**src/rtl/top.sv**
```systemverilog
// Ultrasonic parking-distance indicator: periodic HC-SR04 trigger, echo-width
// measurement in whole centimetres, and RGB LED / buzzer distance bands.
`timescale 1ns/1ps
module top #(
  parameter int unsigned TRIG_CYCLES   = 500,
  parameter int unsigned MEAS_PERIOD   = 3_000_000,
  parameter int unsigned CYCLES_PER_CM = 2900,
  parameter int unsigned ECHO_TIMEOUT  = 1_500_000,
  parameter int unsigned BUZZ_HALF     = 12500,
  parameter int unsigned NEAR_CM       = 10,
  parameter int unsigned MID_CM        = 30,
  parameter int unsigned FAR_CM        = 50
) (
  input  logic clk50,
  input  logic rst_n,
  input  logic echo,
  output logic trig,
  output logic buzzer_out,
  output logic red_led,
  output logic green_led,
  output logic blue_led
);

  localparam int PW = $clog2(MEAS_PERIOD);
  localparam int TW = $clog2(TRIG_CYCLES + 1);
  localparam int EW = $clog2(ECHO_TIMEOUT + 1);
  localparam int SW = $clog2(CYCLES_PER_CM + 1);
  localparam int BW = $clog2(BUZZ_HALF + 1);

  localparam logic [PW-1:0] PERIOD_LAST = PW'(MEAS_PERIOD - 1);
  localparam logic [TW-1:0] TRIG_LAST   = TW'(TRIG_CYCLES - 1);
  localparam logic [EW-1:0] TMO_LAST    = EW'(ECHO_TIMEOUT - 1);
  localparam logic [EW-1:0] TMO_MAX     = EW'(ECHO_TIMEOUT);
  localparam logic [SW-1:0] SUB_LAST    = SW'(CYCLES_PER_CM - 1);
  localparam logic [BW-1:0] BUZZ_LAST   = BW'(BUZZ_HALF - 1);
  localparam logic [7:0]    NEAR_D      = 8'(NEAR_CM);
  localparam logic [7:0]    MID_D       = 8'(MID_CM);
  localparam logic [7:0]    FAR_D       = 8'(FAR_CM);
  localparam logic [7:0]    DIST_FAR    = 8'hFF;

  typedef enum logic [2:0] {IDLE, TRIG, WAIT_ECHO, MEASURE, UPDATE} state_t;

  state_t          state, state_next;
  logic            echo_meta, echo_s;
  logic [PW-1:0]   period_cnt;
  logic [TW-1:0]   trig_cnt;
  logic [EW-1:0]   tmo_cnt;
  logic [SW-1:0]   sub_cnt;
  logic [7:0]      cm_cnt;
  logic [7:0]      distance, dist_val, dist_next;
  logic            dist_load;
  logic            start;
  logic            near_band;
  logic [BW-1:0]   buzz_cnt;

  assign start = (period_cnt == '0);

  // Two-flop synchronizer: echo comes straight off a pin, unrelated to clk50.
  // NOTE: clocked blocks use non-blocking (<=) so every flop samples pre-edge values.
  always_ff @(posedge clk50 or negedge rst_n) begin
    if (!rst_n) begin
      echo_meta <= 1'b0;
      echo_s    <= 1'b0;
    end else begin
      echo_meta <= echo;
      echo_s    <= echo_meta;
    end
  end

  always_ff @(posedge clk50 or negedge rst_n) begin
    if (!rst_n) begin
      state      <= IDLE;
      trig       <= 1'b0;
      period_cnt <= '0;
      trig_cnt   <= '0;
    end else begin
      state      <= state_next;
      trig       <= (state_next == TRIG);
      period_cnt <= (period_cnt == PERIOD_LAST) ? '0 : period_cnt + 1'b1;
      trig_cnt   <= (state == TRIG && !start) ? trig_cnt + 1'b1 : '0;
    end
  end

  // NOTE: every output of this block gets a default first; a missed path would infer a latch.
  always_comb begin
    state_next = state;
    dist_load  = 1'b0;
    dist_val   = DIST_FAR;
    case (state)
      IDLE:      if (start) state_next = TRIG;
      TRIG:      if (trig_cnt == TRIG_LAST) state_next = WAIT_ECHO;
      WAIT_ECHO: begin
        if (echo_s) begin
          state_next = MEASURE;
        end else if (tmo_cnt == TMO_LAST) begin
          state_next = UPDATE;
          dist_load  = 1'b1;
        end
      end
      MEASURE: begin
        if (!echo_s) begin
          state_next = UPDATE;
          dist_load  = 1'b1;
          dist_val   = cm_cnt;
        end else if (tmo_cnt >= TMO_MAX) begin
          state_next = UPDATE;
          dist_load  = 1'b1;
        end
      end
      UPDATE:    state_next = start ? TRIG : IDLE;
      default:   state_next = IDLE;
    endcase
    // A period wrap mid-measurement reports "out of range" and retriggers at once.
    if (start && (state inside {TRIG, WAIT_ECHO, MEASURE})) begin
      state_next = TRIG;
      dist_load  = 1'b1;
      dist_val   = DIST_FAR;
    end
    dist_next = dist_load ? dist_val : distance;
    near_band = (dist_next < NEAR_D);
  end

  // tmo_cnt doubles as the rise timeout in WAIT_ECHO and the high-time limit in MEASURE;
  // the rising clock itself is the first counted high clock.
  always_ff @(posedge clk50 or negedge rst_n) begin
    if (!rst_n) begin
      tmo_cnt <= '0;
      sub_cnt <= '0;
      cm_cnt  <= '0;
    end else begin
      case (state)
        WAIT_ECHO: tmo_cnt <= echo_s ? EW'(1) : tmo_cnt + 1'b1;
        MEASURE:   tmo_cnt <= tmo_cnt + 1'b1;
        default:   tmo_cnt <= '0;
      endcase
      if (!(state inside {WAIT_ECHO, MEASURE})) begin
        sub_cnt <= '0;
        cm_cnt  <= '0;
      end else if (echo_s) begin
        if (sub_cnt == SUB_LAST) begin
          sub_cnt <= '0;
          if (cm_cnt != 8'hFF) cm_cnt <= cm_cnt + 8'd1;
        end else begin
          sub_cnt <= sub_cnt + 1'b1;
        end
      end
    end
  end

  // Bands are reloaded from dist_next every clock, so they only move when a result lands.
  always_ff @(posedge clk50 or negedge rst_n) begin
    if (!rst_n) begin
      distance  <= DIST_FAR;
      red_led   <= 1'b0;
      blue_led  <= 1'b0;
      green_led <= 1'b0;
    end else begin
      distance  <= dist_next;
      red_led   <= near_band;
      blue_led  <= (dist_next >= NEAR_D) && (dist_next < MID_D);
      green_led <= (dist_next >= MID_D) && (dist_next < FAR_D);
    end
  end

  always_ff @(posedge clk50 or negedge rst_n) begin
    if (!rst_n) begin
      buzz_cnt   <= '0;
      buzzer_out <= 1'b0;
    end else if (!near_band) begin
      buzz_cnt   <= '0;
      buzzer_out <= 1'b0;
    end else if (buzz_cnt == BUZZ_LAST) begin
      buzz_cnt   <= '0;
      buzzer_out <= ~buzzer_out;
    end else begin
      buzz_cnt   <= buzz_cnt + 1'b1;
    end
  end

endmodule

```
**config.mk**
```make
export PLATFORM = sky130hd
export DESIGN_NAME = top
export DESIGN_NICKNAME = d
export VERILOG_FILES = /design/src/rtl/top.sv
export SDC_FILE = /design/constraint.sdc
export NUM_CORES = 1
export LEC_CHECK = 0
export ABC_AREA = 1
export BUFFER_PORTS_ARGS = -buffer_cell sky130_fd_sc_hd__buf_2
export CAP_MARGIN = 25
export CORE_ASPECT_RATIO = 1.25
export CORE_UTILIZATION = 45
export DETAILED_ROUTE_END_ITERATION = 16
export MAX_ROUTING_LAYER = met4
export PLACE_DENSITY = 0.59
export SETUP_SLACK_MARGIN = 0.4
export SYNTH_ARGS = -nofsm -noshare
export SYNTH_HDL_FRONTEND = slang
export SYNTH_SLANG_ARGS = --single-unit
```
**constraint.sdc**
```tcl
create_clock -name clk50 -period 1.8 [get_ports clk50]
set_clock_uncertainty 0.05 [all_clocks]
set_input_delay 0.36 -clock clk50 [delete_from_list [all_inputs] [get_ports clk50]]
set_output_delay 0.36 -clock clk50 [all_outputs]
set_load 0.01 [all_outputs]
```
-- Word-level counts from Yosys, hierarchy flattened
Cells that the tools add are included.
- mux-type cells: 34
- reductions and logical operators: 10
- add/subtract/negate cells: 6
- bitwise gates (word level): 1
- $lt $le $gt $ge: 6
- equality and inequality tests: 15
- operators by type and width (kind ; number):
    $mux W8 ; 8
    $pmux W21 S2 ; 1
    $mux W12 ; 3
    $mux W14 ; 2
    $add A22 B1 Y22 const B ; 1
    $eq A22 B22 Y1 const B ; 1
    $logic_not A22 Y1 ; 1
    $mux W22 ; 1
    $add A21 B1 Y21 const B ; 1
    $eq A21 B21 Y1 const B ; 1
    $ge A21 B21 Y1 const B ; 1
    $mux W21 ; 1
    $mux W3 ; 7
    $pmux W3 S5 ; 1
    $add A14 B1 Y14 const B ; 1
    $eq A14 B14 Y1 const B ; 1
    $add A12 B1 Y12 const B ; 1
    $eq A12 B12 Y1 const B ; 1
    $add A9 B1 Y9 const B ; 1
    $eq A9 B9 Y1 const B ; 1
    $mux W9 ; 1
    $add A8 B1 Y8 const B ; 1
    $ge A8 B4 Y1 const B ; 1
    $ge A8 B5 Y1 const B ; 1
    18 further kinds ; 32
- register bits after elaboration: 104
- output and inout port bits: 5
- input port bits: 3
- logic and storage cells: 87

-- Depth between registers and ports, before layout
- depth after elaboration: 8
- mapped depth: 14
- gate-level depth less buffers: 14

-- Least setup slack after synthesis
OpenSTA, ideal clock, no wires.
- path type: reg-to-reg
- start point: reg period_cnt[0]
- end point: reg buzz_cnt[10]
- data arrival time: 1.752 ns
- library setup time: 0.124 ns
- clock period less this slack: 1.926 ns
- stages on the path, launching flop included: 14
- path buffers: 2
- path slack: -0.126 ns
- data required time: 1.626 ns
- cells stage by stage: dfrtp_1 > inv_1 > ha_1 > nand3_1 > nor2_2 > nand4_4 > buf_6 > nand4_2 > nand2_4 > a21oi_4 > inv_2 > nand2_4 > buf_12 > nor2_4
- cells in the longest elaborated chain, start to end: 6
- elaborated cells between the ends (all ways): 7
- classes of those cells: order compare (1); mux (4); reduce/logical (2)
- RTL lines (what ; line ; RTL):
    from (decl) ; 45 ; logic [PW-1:0] period_cnt;
    from (signal assigned) ; 79 ; period_cnt <= (period_cnt == PERIOD_LAST) ? '0 : period_cnt + 1'b1;
    $logic_not A22 Y1 (*) ; 56 ; assign start = (period_cnt == '0);
    $logic_and A1 B1 Y1 (*) ; 114 ; if (start && (state inside {TRIG, WAIT_ECHO, MEASURE})) begin
    $mux W8 or $mux W1 (tied branches) ; 114 ;
    $mux W8 (*) ; 119 ; dist_next = dist_load ? dist_val : distance;
    $lt A8 B4 Y1 (*) ; 120 ; near_band = (dist_next < NEAR_D);
    $mux W14 (*) ; 169 ; end else if (!near_band) begin
    to (signal assigned) ; 176 ; buzz_cnt <= buzz_cnt + 1'b1;
    to (decl) ; 54 ; logic [BW-1:0] buzz_cnt;
Every way passes the cells marked *; elsewhere a longest branch is shown, timed or not.
A chain may end at the register's enable or synchronous reset.

-- Worst setup path in the final report
- start point: reg tmo_cnt[9]
- end point: reg buzzer_out
- cells in the longest elaborated chain, start to end: 8
- elaborated cells between the ends (all ways): 12
- classes of those cells: order compare (2); eq/ne (2); mux (8)
- RTL lines (what ; line ; RTL):
    from (decl) ; 47 ; logic [EW-1:0] tmo_cnt;
    from (signal assigned) ; 132 ; WAIT_ECHO: tmo_cnt <= echo_s ? EW'(1) : tmo_cnt + 1'b1;
    from (signal assigned) ; 133 ; MEASURE: tmo_cnt <= tmo_cnt + 1'b1;
    $ge A21 B21 Y1 or $eq A21 B21 Y1 (tied branches) ; 105, 95 ;
    $mux W1 (on tied branches) ; 105, 95 ;
    $mux W1 (on tied branches) ; 101, 93 ;
    $pmux W1 S2 (*) ; 89 ; case (state)
    $mux W1 (*) ; 114 ;
    $mux W8 (*) ; 119 ;
    $lt A8 B4 Y1 (*) ; 120 ;
    $ne A2 B1 Y1 (no source line) or $mux W1 (tied branches) ; - ;
    to (signal assigned) ; 174 ; buzzer_out <= ~buzzer_out;
    to (decl) ; 18 ; output logic buzzer_out,
Marked as above.

==> results.md <==
* Status: finished with violations
* Violated checks: hold timing, setup timing
* WL/cell at 14.10 um
* Cell Area, Synth at 5680 um2
* Synth top area share at 0.4229
* Tot GR Track Use at 0.2442
* Die area at 13080 um2
* Placed Area at 6923 um2
* Post-synth top area cell: dfrtp_1
* Clock tree sinks at 103
* Launching element type of the critical path: register
* Total number of vias at 5370
* Vias per Instance at 5.038
* Reg2Reg Depth at 14
* Site row count at 45
* Die Span X at 102.5 um
* Number of global-route vias before repair at 5444
* R2r endpoint: buzzer_out
* CTS tree: yes
* Pleak at 3.939 nW
* PwrDens at 522.7 nW/um2
* Main flop type after synthesis: dfrtp_1
* Initial antenna violation count at 0
* Cell depth of the worst setup path at 14
* DRT iter0 DRCs at 245
* Synth warn at 0
* Count of pins over their slew limit at 0
* I/O pin total at 8
* Top cells by count, synth: nand2_1, inv_1, dfrtp_1
* Post-CTS Hold Buffers at 0
* Actual slew at the worst max-slew pin at 0.5746 ns
* Fill count at 905
* Maxcap violations at 0
* DRC viols at 0
* DP Wirelength at 8965 um
* Multi-input logic area at 3382 um2
* FF+latch area at 2587 um2
* Initial Util at 0.4649
* Crit end category: register
* Buf+Inv Stages, Crit Path at 2
* Final setup vio count at 54
* Synth unique cells at 53
* Critical Path AT at 2.32 ns
* H-tree Lvls at 3
* Share of cells above drive strength 1 at 0.4800
* Fmax at 479.2 MHz
* Worst EP required at 2.04 ns
* CTS Buffer Depth at 2
* Most common cell in the netlist: nand2_1
* Post-layout min period at 2.087 ns
* Worst Path Max Fanout at 8
* Largest net degree at the start of global routing at 104
* GRT overflow at 0
* Final Cycle Share at 1.159
* Final Util at 0.7092
* Post-route antenna net violation count at 0
* Reg-to-reg slack, setup at -0.29 ns
* Worst vdd ir at 0.4547 mV
* Hold_ws at -0.006566 ns
* Post-synth EDFFs at 0
* Met1 usage at 0.2972
* Most common cell on crit path: nand2_2
* Critical Path Source: tmo_cnt[9]
* WS Path Type: register to register
* FF+latch count, synth at 103
* Post-Place Setup Slack at -0.2934 ns
* Die Ht at 127.6 um
* Placer congestion estimate at 0.8476
* RSZ-0062 raised after global routing: true
* Setup WS post-layout at -0.2868 ns
* Slowest cell on the critical path: dfrtp_1
* Worst-path clk slew at 0.07 ns
* Grt met3 use at 0.02735
* Crit path largest cell delay at 0.40 ns
* 1st-pass router iterations at 5
* GR Util met2 at 0.4196
* Fraction of registers with async set/reset at 1.000
* GRT Max-Usage Layer: met2
* Global-route wire length before repair at 24560 um
* Final hold violation count at 5
* Post-layout total power at 0.004529 W
* Worst path top cell family by delay: simple AND/OR/NAND/NOR gates
* Area Growth Syn to Fin at 52.53%
* FF-to-FF Start: tmo_cnt[9]
* Area contributors post-synth: dfrtp_1, nand2_1, inv_1
* Synthesized area per cell at 8.173 um2
* Hold Path Class: input port to async pin
* Post-Syn Nets at 706
* Final instance area at 8665 um2
* IO Port Bufs at 7
* Rel. slew slack at 0.6169
* Core area at 12220 um2
* Nets@finish at 908
* Root buffer cell: clkbuf_16
* CTS Buf Count at 9
* Cells after synthesis at 695
* Routed wire length at 15030 um
* Sequential cell area fraction in the yosys report at 0.4553
* Worst-Skew Late Latency at 0.35 ns
* Worst setup path end: buzzer_out
* # diodes at 0
* Crit-path cells: nand2_2, clkinv_1, nand2_1, nand2_1, nand2_2, nand2_2, nand2_4, nand4_1, nand2_2, nand2_2, nor2_4, nand2_8, buf_4, nor2_4
[per-layer routing]
layer	routed length, um	up-vias	share of wire
met3	271	21	0.018
met5	0	-	0
met1	6395	2624	0.43
met4	285	0	0.019
met2	8080	73	0.54
li1	-	2652	-
[metrics by stage]
stage          setup TNS (ns)  cells
6_report               -7.142   1066
3_3_place_gp           -4.036    977
4_1_cts                -3.161   1040
3_5_place_dp           -5.063    977
5_1_grt                -13.53   1066
2_1_floorplan         -0.4160    695
[flip-flops by register name, summed over array words and instances, names as in the netlist]
name and count:
tmo_cnt 21, trig_cnt 9, echo_s 1, echo_meta 1, buzzer_out 1, period_cnt 22
distance 7, sub_cnt 12, green_led 1, trig 1, buzz_cnt 14, blue_led 1
state 3, red_led 1, cm_cnt 8
[cells by family after synthesis]
kind of cell / count (synthesis) / share of synthesized area
AOI/OAI and AO/OA: 71 / 0.07599
and+or+nand+nor: 363 / 0.3216
xor gates and xnor gates: 26 / 0.04009
DFF: 103 / 0.4553
adders and majority gates: 8 / 0.01762
buffers and inverters: 124 / 0.08943
[where the power goes]
group	internal [W]	total (W)	leakage, nW	switching [W]
registers	0.00232	0.00232	1.35	0.00000156
logic	0.0000132	0.0000687	2.43	0.0000556
clock network	0.00123	0.00214	0.153	0.000913
total	0.00356	0.00453	3.94	0.000970
[worst min-delay path by stage]
stage	start	end	slack, ns	depth (start not counted)
final	rst_n	period_cnt[8]	-0.007	2
after global routing	rst_n	period_cnt[11]	0.06	2
after CTS	rst_n	period_cnt[18]	0.05	2
after detailed placement	echo_meta	echo_s	0.29	0
after global placement	echo_meta	echo_s	0.29	0
after floorplan	rst_n	blue_led	0.01	0
[placed cells by master, fill, tap and decap left out, drive strengths merged, types with 2 or more instances in the layout]
cell type	instances
o21a	3
bufinv	2
o22ai	2
dfstp	7
a221oi	2
ha	8
a21oi	28
buf	201
dfrtp	96
inv	110
or2	3
xor2	20
and3	2
a211oi	6
xnor2	6
clkbuf	10
nand3b	3
nand4	32
nor4	5
nor3	28
nand3	46
clkinv	6
a31oi	2
nor3b	3
o21ai	21
nor2	116
nand2	126
[repair_timing]
action,in CTS,in global routing
hold endpoints to repair,0,0
gates resized for setup,141,93
setup endpoints to repair,98,99
setup buffers,46,26
gates cloned,1,0
pin swaps,45,36
[final cells by class]
class,count,share of cell area
clock buffer,10,0.02643
sequential,103,0.2986
multi-input combinational,469,0.3903
clock inverter,6,0.01083
tap,164,0.02368
timing repair buffer,201,0.1988
inverter,113,0.05126
Note: power is estimated with default switching activity, not from simulation.
